File: src/rtl/hardwired_control_unit.sv
// Hardwired T-step control sequencer for the 32-bit RISC datapath.
// Adds a bounded memory-wait handshake, an illegal-opcode trap and run/halt control.
module hardwired_control_unit #(
   parameter logic [4:0] ALU_ADD     = 5'd2,
   parameter logic [4:0] ALU_INC     = 5'd12,
   parameter int         MEM_TIMEOUT = 16,
   parameter logic [4:0] BR_OP       = 5'd15
) (
   input  logic        clk,
   input  logic        clr,
   input  logic        run_in,
   input  logic [31:0] ir,
   input  logic        con_ff,
   input  logic        mem_ready,
   output logic        PCout,
   output logic        Zlowout,
   output logic        Zhighout,
   output logic        MDRout,
   output logic        InPortout,
   output logic        PCin,
   output logic        IRin,
   output logic        MARin,
   output logic        MDRin,
   output logic        Yin,
   output logic        Zin,
   output logic        CONin,
   output logic        OutportIn,
   output logic        Gra,
   output logic        Grb,
   output logic        Grc,
   output logic        Rin,
   output logic        Rout,
   output logic        BAout,
   output logic        Cout,
   output logic [4:0]  ALU_Control,
   output logic        Read,
   output logic        Write,
   output logic        run,
   output logic        halted,
   output logic        mem_err,
   output logic        illegal,
   output logic [3:0]  step
);

   typedef enum logic [3:0] {
      S_IDLE, S_T0, S_T1, S_T2, S_T3, S_T4, S_T5, S_T6, S_T7, S_HALT
   } state_t;

   // The counter only ever holds 0 .. MEM_TIMEOUT-1; the last value triggers the trap.
   localparam int CW = (MEM_TIMEOUT < 2) ? 1 : $clog2(MEM_TIMEOUT);
   localparam logic [CW-1:0] CNT_LAST = CW'(MEM_TIMEOUT - 1);

   state_t         state_reg, state_next;
   logic [CW-1:0]  cnt_reg;
   logic           mem_err_reg, illegal_reg;
   logic           in_wait, timeout, illegal_set;

   logic [4:0] op;
   logic       is_ld, is_ldi, is_st, is_br, is_alur, is_alui;
   logic       is_in, is_out, is_nop, is_halt, is_legal;
   logic       first_cycle, at_limit;
   logic       unused_ir;

   assign op        = ir[31:27];
   assign unused_ir = ^ir[26:0];

   // Branch decode wins if BR_OP is ever parametrised onto another opcode.
   assign is_br    = (op == BR_OP);
   assign is_ld    = !is_br && (op == 5'd0);
   assign is_ldi   = !is_br && (op == 5'd1);
   assign is_st    = !is_br && (op == 5'd2);
   assign is_alur  = !is_br && (op >= 5'd3) && (op <= 5'd11);
   assign is_alui  = !is_br && (op >= 5'd12) && (op <= 5'd14);
   assign is_in    = !is_br && (op == 5'd16);
   assign is_out   = !is_br && (op == 5'd17);
   assign is_nop   = !is_br && (op == 5'd26);
   assign is_halt  = !is_br && (op == 5'd27);
   assign is_legal = is_ld | is_ldi | is_st | is_br | is_alur | is_alui |
                     is_in | is_out | is_nop | is_halt;

   assign first_cycle = (cnt_reg == '0);
   assign at_limit    = (cnt_reg == CNT_LAST);

   always_ff @(posedge clk) begin
      if (clr) begin
         state_reg   <= S_IDLE;
         cnt_reg     <= '0;
         mem_err_reg <= 1'b0;
         illegal_reg <= 1'b0;
      end else begin
         state_reg   <= state_next;
         cnt_reg     <= (in_wait && !mem_ready && !timeout) ? cnt_reg + CW'(1) : '0;
         mem_err_reg <= mem_err_reg | timeout;
         illegal_reg <= illegal_reg | illegal_set;
      end
   end

   always_comb begin
      state_next  = state_reg;
      in_wait     = 1'b0;
      timeout     = 1'b0;
      illegal_set = 1'b0;
      PCout = 1'b0; Zlowout = 1'b0; Zhighout = 1'b0; MDRout = 1'b0; InPortout = 1'b0;
      PCin = 1'b0; IRin = 1'b0; MARin = 1'b0; MDRin = 1'b0; Yin = 1'b0; Zin = 1'b0;
      CONin = 1'b0; OutportIn = 1'b0;
      Gra = 1'b0; Grb = 1'b0; Grc = 1'b0; Rin = 1'b0; Rout = 1'b0; BAout = 1'b0; Cout = 1'b0;
      ALU_Control = 5'd0;
      Read = 1'b0; Write = 1'b0;

      case (state_reg)
         S_IDLE, S_HALT: begin
            if (run_in) state_next = S_T0;
         end
         S_T0: begin
            PCout = 1'b1; MARin = 1'b1; Zin = 1'b1; ALU_Control = ALU_INC;
            state_next = S_T1;
         end
         S_T1: begin
            in_wait = 1'b1;
            Read    = 1'b1;
            MDRin   = 1'b1;
            // PC is updated once, not on every wait cycle.
            if (first_cycle) begin
               Zlowout = 1'b1; PCin = 1'b1;
            end
            if (mem_ready) state_next = S_T2;
            else if (at_limit) begin
               timeout    = 1'b1;
               state_next = S_HALT;
            end
         end
         S_T2: begin
            MDRout = 1'b1; IRin = 1'b1;
            if (is_nop) state_next = S_T0;
            else if (is_halt) state_next = S_HALT;
            else if (!is_legal) begin
               illegal_set = 1'b1;
               state_next  = S_HALT;
            end else state_next = S_T3;
         end
         S_T3: begin
            state_next = S_T4;
            if (is_ld || is_ldi || is_st) begin
               Grb = 1'b1; BAout = 1'b1; Yin = 1'b1;
            end else if (is_alur || is_alui) begin
               Grb = 1'b1; Rout = 1'b1; Yin = 1'b1;
            end else if (is_br) begin
               Gra = 1'b1; Rout = 1'b1; CONin = 1'b1;
            end else if (is_in) begin
               InPortout = 1'b1; Gra = 1'b1; Rin = 1'b1;
               state_next = S_T0;
            end else if (is_out) begin
               Gra = 1'b1; Rout = 1'b1; OutportIn = 1'b1;
               state_next = S_T0;
            end else state_next = S_T0;
         end
         S_T4: begin
            state_next = S_T5;
            if (is_ld || is_ldi || is_st) begin
               Cout = 1'b1; Zin = 1'b1; ALU_Control = ALU_ADD;
            end else if (is_alur) begin
               Grc = 1'b1; Rout = 1'b1; Zin = 1'b1; ALU_Control = op;
            end else if (is_alui) begin
               Cout = 1'b1; Zin = 1'b1; ALU_Control = op;
            end else if (is_br) begin
               PCout = 1'b1; Yin = 1'b1;
            end else state_next = S_T0;
         end
         S_T5: begin
            state_next = S_T0;
            if (is_ld || is_st) begin
               Zlowout = 1'b1; MARin = 1'b1;
               state_next = S_T6;
            end else if (is_ldi || is_alur || is_alui) begin
               Zlowout = 1'b1; Gra = 1'b1; Rin = 1'b1;
            end else if (is_br) begin
               Cout = 1'b1; Zin = 1'b1; ALU_Control = ALU_ADD;
               state_next = S_T6;
            end
         end
         S_T6: begin
            state_next = S_T0;
            if (is_ld) begin
               in_wait = 1'b1; Read = 1'b1; MDRin = 1'b1;
               if (mem_ready) state_next = S_T7;
               else if (at_limit) begin
                  timeout    = 1'b1;
                  state_next = S_HALT;
               end else state_next = S_T6;
            end else if (is_st) begin
               Gra = 1'b1; Rout = 1'b1; MDRin = 1'b1;
               state_next = S_T7;
            end else if (is_br && con_ff) begin
               Zlowout = 1'b1; PCin = 1'b1;
            end
         end
         S_T7: begin
            state_next = S_T0;
            if (is_ld) begin
               MDRout = 1'b1; Gra = 1'b1; Rin = 1'b1;
            end else if (is_st) begin
               in_wait = 1'b1; Write = 1'b1;
               if (!mem_ready) begin
                  if (at_limit) begin
                     timeout    = 1'b1;
                     state_next = S_HALT;
                  end else state_next = S_T7;
               end
            end
         end
         default: state_next = S_IDLE;
      endcase
   end

   always_comb begin
      case (state_reg)
         S_T0:    step = 4'd0;
         S_T1:    step = 4'd1;
         S_T2:    step = 4'd2;
         S_T3:    step = 4'd3;
         S_T4:    step = 4'd4;
         S_T5:    step = 4'd5;
         S_T6:    step = 4'd6;
         S_T7:    step = 4'd7;
         default: step = 4'hF;
      endcase
   end

   assign run     = (state_reg != S_IDLE) && (state_reg != S_HALT);
   assign halted  = (state_reg == S_HALT);
   assign mem_err = mem_err_reg;
   assign illegal = illegal_reg;

endmodule
File: config.mk
export PLATFORM = sky130hd
export DESIGN_NAME = hardwired_control_unit
export DESIGN_NICKNAME = d
export VERILOG_FILES = /design/src/rtl/hardwired_control_unit.sv
export SDC_FILE = /design/constraint.sdc
export NUM_CORES = 1
export LEC_CHECK = 0
export CAP_MARGIN = 40
export CORE_ASPECT_RATIO = 0.8
export CORE_MARGIN = 10
export CORE_UTILIZATION = 33
export CTS_CLUSTER_SIZE = 25
export DETAILED_ROUTE_END_ITERATION = 10
export PLACE_DENSITY = 0.74
export SLEW_MARGIN = 20
export SYNTH_ARGS = -nofsm -noshare
export SYNTH_HDL_FRONTEND = slang
export SYNTH_SLANG_ARGS = --single-unit
File: constraint.sdc
create_clock -name clk -period 2.2 [get_ports clk]
set_input_delay 0.44 -clock clk [delete_from_list [all_inputs] [get_ports clk]]
set_output_delay 0.44 -clock clk [all_outputs]
set_load 0.05 [all_outputs]
==> results of run 1 <==
==> logic make-up after synthesis <==
kind of cell / share of synthesized area, %
AND/OR/NAND/NOR: 39.1
AO/OA/AOI/OAI: 25.1
buffers and inverters: 8.99
flip-flops: 20.3
XOR/XNOR: 2.54
adder cells (fa/ha/maj): 3.63
other: 0.272
==> final cells by class <==
cell class | count | area, um2 | area share [%]
well taps | 55 | 68.8 | 2.50
flip-flops and latches | 14 | 295 | 10.7
clock buffers | 4 | 55.1 | 2.00
multi-input cells | 147 | 1180 | 43.0
inverters | 8 | 30.0 | 1.09
repair buffers | 97 | 1120 | 40.7
==> repair_timing <==
action	4_1_cts	5_1_grt
setup buffers	10	4
endpoints found under the setup margin	27	17
resized for setup	35	29
gates cloned	0	0
pin swaps	6	12
==> worst paths after layout <==
check               startpoint          to  slack, ps  depth (start not counted)
hold reg to reg     cnt_reg[0]  cnt_reg[0]        460                          1
setup reg to reg  state_reg[0]     step[3]         70                          9
hold / removal      cnt_reg[0]  cnt_reg[0]        460                          1
setup / recovery  state_reg[1]         Gra        -30                          4
==> placed cells by master, fill, tap and decap left out, types with 3 or more instances in the layout <==
master,n
buf_6,4
nor2_1,16
inv_1,8
nand3_1,10
dfxtp_1,10
nand3b_1,4
nor2_4,3
ha_1,3
nor3_2,3
nand2_1,16
clkbuf_8,4
dfxtp_4,4
nor2_2,4
clkdlybuf4s50_1,9
buf_4,51
o21ai_2,3
o21ai_0,4
a31oi_1,6
a21oi_1,5
buf_8,3
buf_12,25
==> per-layer routing <==
layer / track usage (%) / part of all wire, % / up-vias / routed length, um
met1: 18.3 / 42 / 865 / 2360
met3: 5.29 / 8.7 / 8 / 497
met4: 2.00 / 0.65 / 0 / 37
met5: 0 / 0 / - / 0
li1: - / - / 841 / -
met2: 23.6 / 49 / 85 / 2790
==> power by group through the flow <==
stage	combinational, uW	sequential, uW	clock [uW]
floorplan	380	390	0
global placement	784	323	0
detailed placement	794	325	0
CTS	822	315	257
global route	900	323	275
finish	858	318	253
==> per-stage QoR <==
stage	power (uW)	cells
2_1_floorplan	770	184
3_3_place_gp	1110	308
3_5_place_dp	1120	308
4_1_cts	1390	322
5_1_grt	1500	325
6_report	1430	325
==> worst max-delay path, delay by kind of cell, from the launching register on <==
family | cells | cell delay [ps]
and+or+nand+nor | 1 | 520
AOI/OAI and AO/OA | 1 | 290
buffers and inverters | 2 | 370
DFF | 1 | 360
==> run_results.csv, run 1 <==
group,metric,value,unit
sta,fin_crit_sh,101,%
sta,final_hold_viol_count,0,
floorplan,rows,20,
synthesis,yosys.area.top_type,"dfxtp_1",
cts,cts-hold-fix-buffers,0,
floorplan,dieArea,7170,um2
cts,clkSinkCount,14,
synthesis,netlist_top_cells_area,"dfxtp_1, nor2_1, nand2_1, nand3_1, ha_1",
cts,clockRootBuffer,"clkbuf_8",
cells_and_area,fillers,298,
outcome,violations,"negative setup slack",
detailed_routing,ant_nets,0,
sta,relSlewSlack,66.2,%
outcome,outcome,"finished with violations",
run,maxCapViolations,0,
power,p_switching,608,uW
sta,slew_viol_final,0,
synthesis,ys.flop_type,"dfxtp_1",
sta,hold_slack,465,ps
detailed_routing,wire_per_inst,17.5,um
synthesis,synthArstFlopShare,0,%
place,post_dp_cell_area,2450,um2
global_route,grt_pass1_wl,8870,um
synthesis,synth.most_common_cell,"nor2_1",
sta,max_slew.worst_pin.slew,506,ps
worst_setup_path,cp.required,1760,ps
worst_setup_path,worstPathMaxFanout,6,
power,cell_internal_pwr,822,uW
detailed_routing,drt-pass1-iter-count,4,
sta,fin_setup_tns,-31.8,ps
power,irDropWorstVdd,0.320,mV
power,swShare,42.5,%
synthesis,ys_ff_latch,14,
synthesis,syn_inst,183,
floorplan,ios,72,
floorplan,initial_utilization,35.3,%
synthesis,synth.avg_cell_area,7.53,um2
floorplan,core,3900,um2
worst_setup_path,worstSetupStartpointType,"flip-flop",
synthesis,ys_warn_count,0,
worst_setup_path,endpoint_kind,"primary output",
power,p_leak,0.00112,uW
worst_hold_path,hold_class,"reg -> reg",
worst_setup_path,cp.arrival,1790,ps
sta,min_period,2230,ps
cts,clk_path_buf_depth,2,
sta,fin_skew,1.05,ps
cts,cts_tree,"yes",
sta,max_freq,449,MHz
global_route,antenna_found_initial,0,
cts,clk_pin_slew,60,ps
detailed_routing,wl,5690,um
place,place_congestion,0.839,
cells_and_area,nNetsFinal,312,
worst_setup_path,crit_path_max_incr_delay,520,ps
global_route,grt_use_total,14.5,%
worst_setup_path,crit_chain,"buf_6 -> or4b_4 -> o211ai_1 -> clkbuf_16",
power,clockPowerShare,17.7,%
cells_and_area,n_antenna_cell,0,
cts,cts_buffers,3,
cells_and_area,postLayoutCoreUtil,70.5,%
cts,cts_htree_levels,1,
worst_setup_path,slowest_stage,"or4b_4",
floorplan,die_w,92.2,um
power,seqPwrFrac,22.3,%
floorplan,die_y,77.8,um
sta,setup_ws,-25.2,ps
synthesis,netlist.area_leader.share,20.3,%
cells_and_area,area_delta_synth_final,99.7,%
power,p_per_area,520,nW/um2
detailed_routing,remaining_drc_errors,0,
cts,clk_latency,240,ps
synthesis,seq_area_frac_synth,20.3,%
detailed_routing,num_vias,1799,
sta,grt_setup_unrepaired,"yes",
global_route,grt_start_max_net_pins,12,
cells_and_area,final_cell_area,2750,um2
synthesis,synth_edf_count,0,
global_route,gr-total-overflow,0,
synthesis,synth_commonest_cells,"nor2_1, nand2_1, dfxtp_1, nand3_1, inv_1",
cells_and_area,drive_above_1_share,52.6,%
place,io_buffers,42,
place,dpl_worst_slack,-554,ps
detailed_routing,drt-vias-per-instance,5.54,
detailed_routing,drt_iter0_drc,183,
sta,setup_viol,2,
power,p_comb_share,60.0,%
synthesis,synth_area,1380,um2
global_route,grt_pass1_vias,1778,
worst_setup_path,criticalPathCategory,"reg -> out",
place,place_hpwl,3870,um
synthesis,ys_types,63,
(Power assumes the default switching activity.)
==> inputs of run 2 (changes only) <==
--- a/config.mk
+++ b/config.mk
@@ -6,9 +6,10 @@
 export NUM_CORES = 1
 export LEC_CHECK = 0
 export CAP_MARGIN = 40
-export CORE_ASPECT_RATIO = 0.8
+export CORE_ASPECT_RATIO = 1.2
 export CORE_MARGIN = 10
 export CORE_UTILIZATION = 33
+export CTS_BUF_LIST = sky130_fd_sc_hd__clkbuf_16
 export CTS_CLUSTER_SIZE = 25
 export DETAILED_ROUTE_END_ITERATION = 10
 export PLACE_DENSITY = 0.74
==> run_results.csv, run 2 (same netlist as run 1, synthesis figures left out) <==
group,metric,value,unit
sta,fin_skew,2.49,ps
cells_and_area,area_delta_synth_final,107,%
cts,clockRootBuffer,"clkbuf_16",
cells_and_area,most-common-layout-cells,"buf_4, buf_12, nand2_1, nor2_1, nand3_1",
worst_setup_path,worstPathMaxFanout,7,
floorplan,core,3970,um2
detailed_routing,drt_iter0_drc,149,
worst_setup_path,r2r-end,"step[3]",
cells_and_area,postLayoutCoreUtil,71.9,%
worst_setup_path,reg2reg_depth,9,
worst_setup_path,cp-startpoint,"state_reg[1]",
worst_hold_path,hold_start,"cnt_reg[0]",
outcome,violations,"negative setup slack",
floorplan,dieArea,7170,um2
outcome,outcome,"finished with violations",
floorplan,die_w,79.0,um
sta,max_slew.worst_pin.slew,503,ps
cts,clk_latency,240,ps
power,p_switching,611,uW
place,place_congestion,0.894,
sta,max_freq,452,MHz
worst_hold_path,hold_end,"cnt_reg[0]",
sta,fin_crit_sh,101,%
place,post_dp_cell_area,2470,um2
power,swShare,40.0,%
sta,setup_ws,-11.8,ps
cts,cts_buffers,3,
power,power,1530,uW
cells_and_area,layout_commonest_cell,"buf_4",
power,irDropWorstVdd,0.540,mV
global_route,grt_start_max_net_pins,18,
floorplan,ios,72,
detailed_routing,remaining_drc_errors,0,
cells_and_area,drive_above_1_share,53.7,%
place,io_buffers,42,
global_route,antenna_found_initial,0,
global_route,grt_use_total,14.9,%
cts,clk_pin_slew,50,ps
global_route,grt_pass1_wl,9060,um
worst_setup_path,r2r_start,"state_reg[3]",
cts,clk_path_buf_depth,2,
cells_and_area,final_cell_area,2860,um2
worst_setup_path,cp.arrival,1770,ps
run,maxCapViolations,0,
power,p_per_area,535,nW/um2
worst_setup_path,r2r_slack,140,ps
global_route,grt_pass1_vias,1891,
worst_setup_path,criticalPathCategory,"reg -> out",
worst_setup_path,endpoint_kind,"primary output",
cts,cts_htree_levels,1,
worst_hold_path,hold_class,"reg -> reg",
power,p_comb_share,56.8,%
sta,min_period,2210,ps
sta,relSlewSlack,66.3,%
sta,slew_viol_final,0,
detailed_routing,drt-pass1-iter-count,4,
sta,grt_setup_unrepaired,"yes",
power,p_leak,0.00117,uW
floorplan,rows,25,
power,seqPwrFrac,21.0,%
cts,cts-hold-fix-buffers,0,
place,place_hpwl,3790,um
worst_setup_path,worstSetupStartpointType,"flip-flop",
global_route,gr-total-overflow,0,
cells_and_area,nNetsFinal,323,
detailed_routing,wl,5680,um
cells_and_area,n_antenna_cell,0,
cts,cts_tree,"yes",
worst_hold_path,whs_path_depth,1,
power,cell_internal_pwr,918,uW
detailed_routing,drt-vias-per-instance,5.49,
power,clockPowerShare,22.3,%
sta,final_hold_viol_count,0,
worst_setup_path,cp.required,1760,ps
detailed_routing,ant_nets,0,
detailed_routing,num_vias,1838,
floorplan,die_y,90.8,um
sta,setup_viol,1,
floorplan,initial_utilization,34.7,%
cts,clkSinkCount,14,
detailed_routing,wire_per_inst,17.0,um
run 2: changes by cell type in the layout (fill, tap and decap cells not counted), moves of 2 or more:
cell,delta
clkbuf_16,+3
buf_4,+8
clkbuf_8,-4
inv_2,+2
buf_2,+3
inv_1,-2
buf_6,+2
run 2: power by group through the flow:
stage	sequential [uW]	clock, uW	combinational (uW)
after global placement	324	0	786
after global routing	324	364	914
after detailed placement	325	0	794
after CTS	319	347	842
after floorplan	390	0	380
final	320	341	868
run 2: worst max path at each step:
stage,cells after the start,slack (ps),to
6_report,4,-10,Gra
5_1_grt,4,-60,Gra
4_1_cts,6,-40,ALU_Control[1]
3_5_place_dp,9,-510,step[3]
3_3_place_gp,9,-470,step[3]
2_1_floorplan,4,-290,Rout
run 2: metal layers:
metal	vias up	wire length, um	track usage [%]	part of all wire [%]
met1	858	2110	15.7	37
li1	867	-	-	-
met5	-	0	0	0
met2	94	3000	26.3	53
met3	19	365	3.49	6.4
met4	0	211	7.93	3.7
run 2: cell type report:
| class | count | area [um2] |
|---|---|---|
| Fill cell | 259 | 1120 |
| Clock buffer | 3 | 75.1 |
| Sequential cell | 14 | 295 |
| Multi-Input combinational cell | 147 | 1180 |
| Inverter | 8 | 30.0 |
| Tap cell | 54 | 67.6 |
| Timing Repair Buffer | 108 | 1200 |
| Clock inverter | 1 | 3.75 |
run 2: what timing repair did:
action,4_1_cts,5_1_grt
pin swaps,11,7
endpoints found under the setup margin,27,14
resized for setup,51,15
setup buffers,14,7
run 2: critical path, cell delays in order (launching register included):
cell and delay (ps):
dfxtp_4 370, buf_12 140, or4b_4 530, o211ai_1 270
clkbuf_16 220
run 2: through the flow:
stage,hold slack [ps],setup TNS [ps],worst slack (ps),std cells
final,466,-11.8,-11.8,335
after global routing,525,-104,-64.2,335
after CTS,469,-37.6,-35.8,329
after detailed placement,457,-8610,-509,311
after global placement,443,-7820,-466,311
after floorplan,430,-739,-293,184
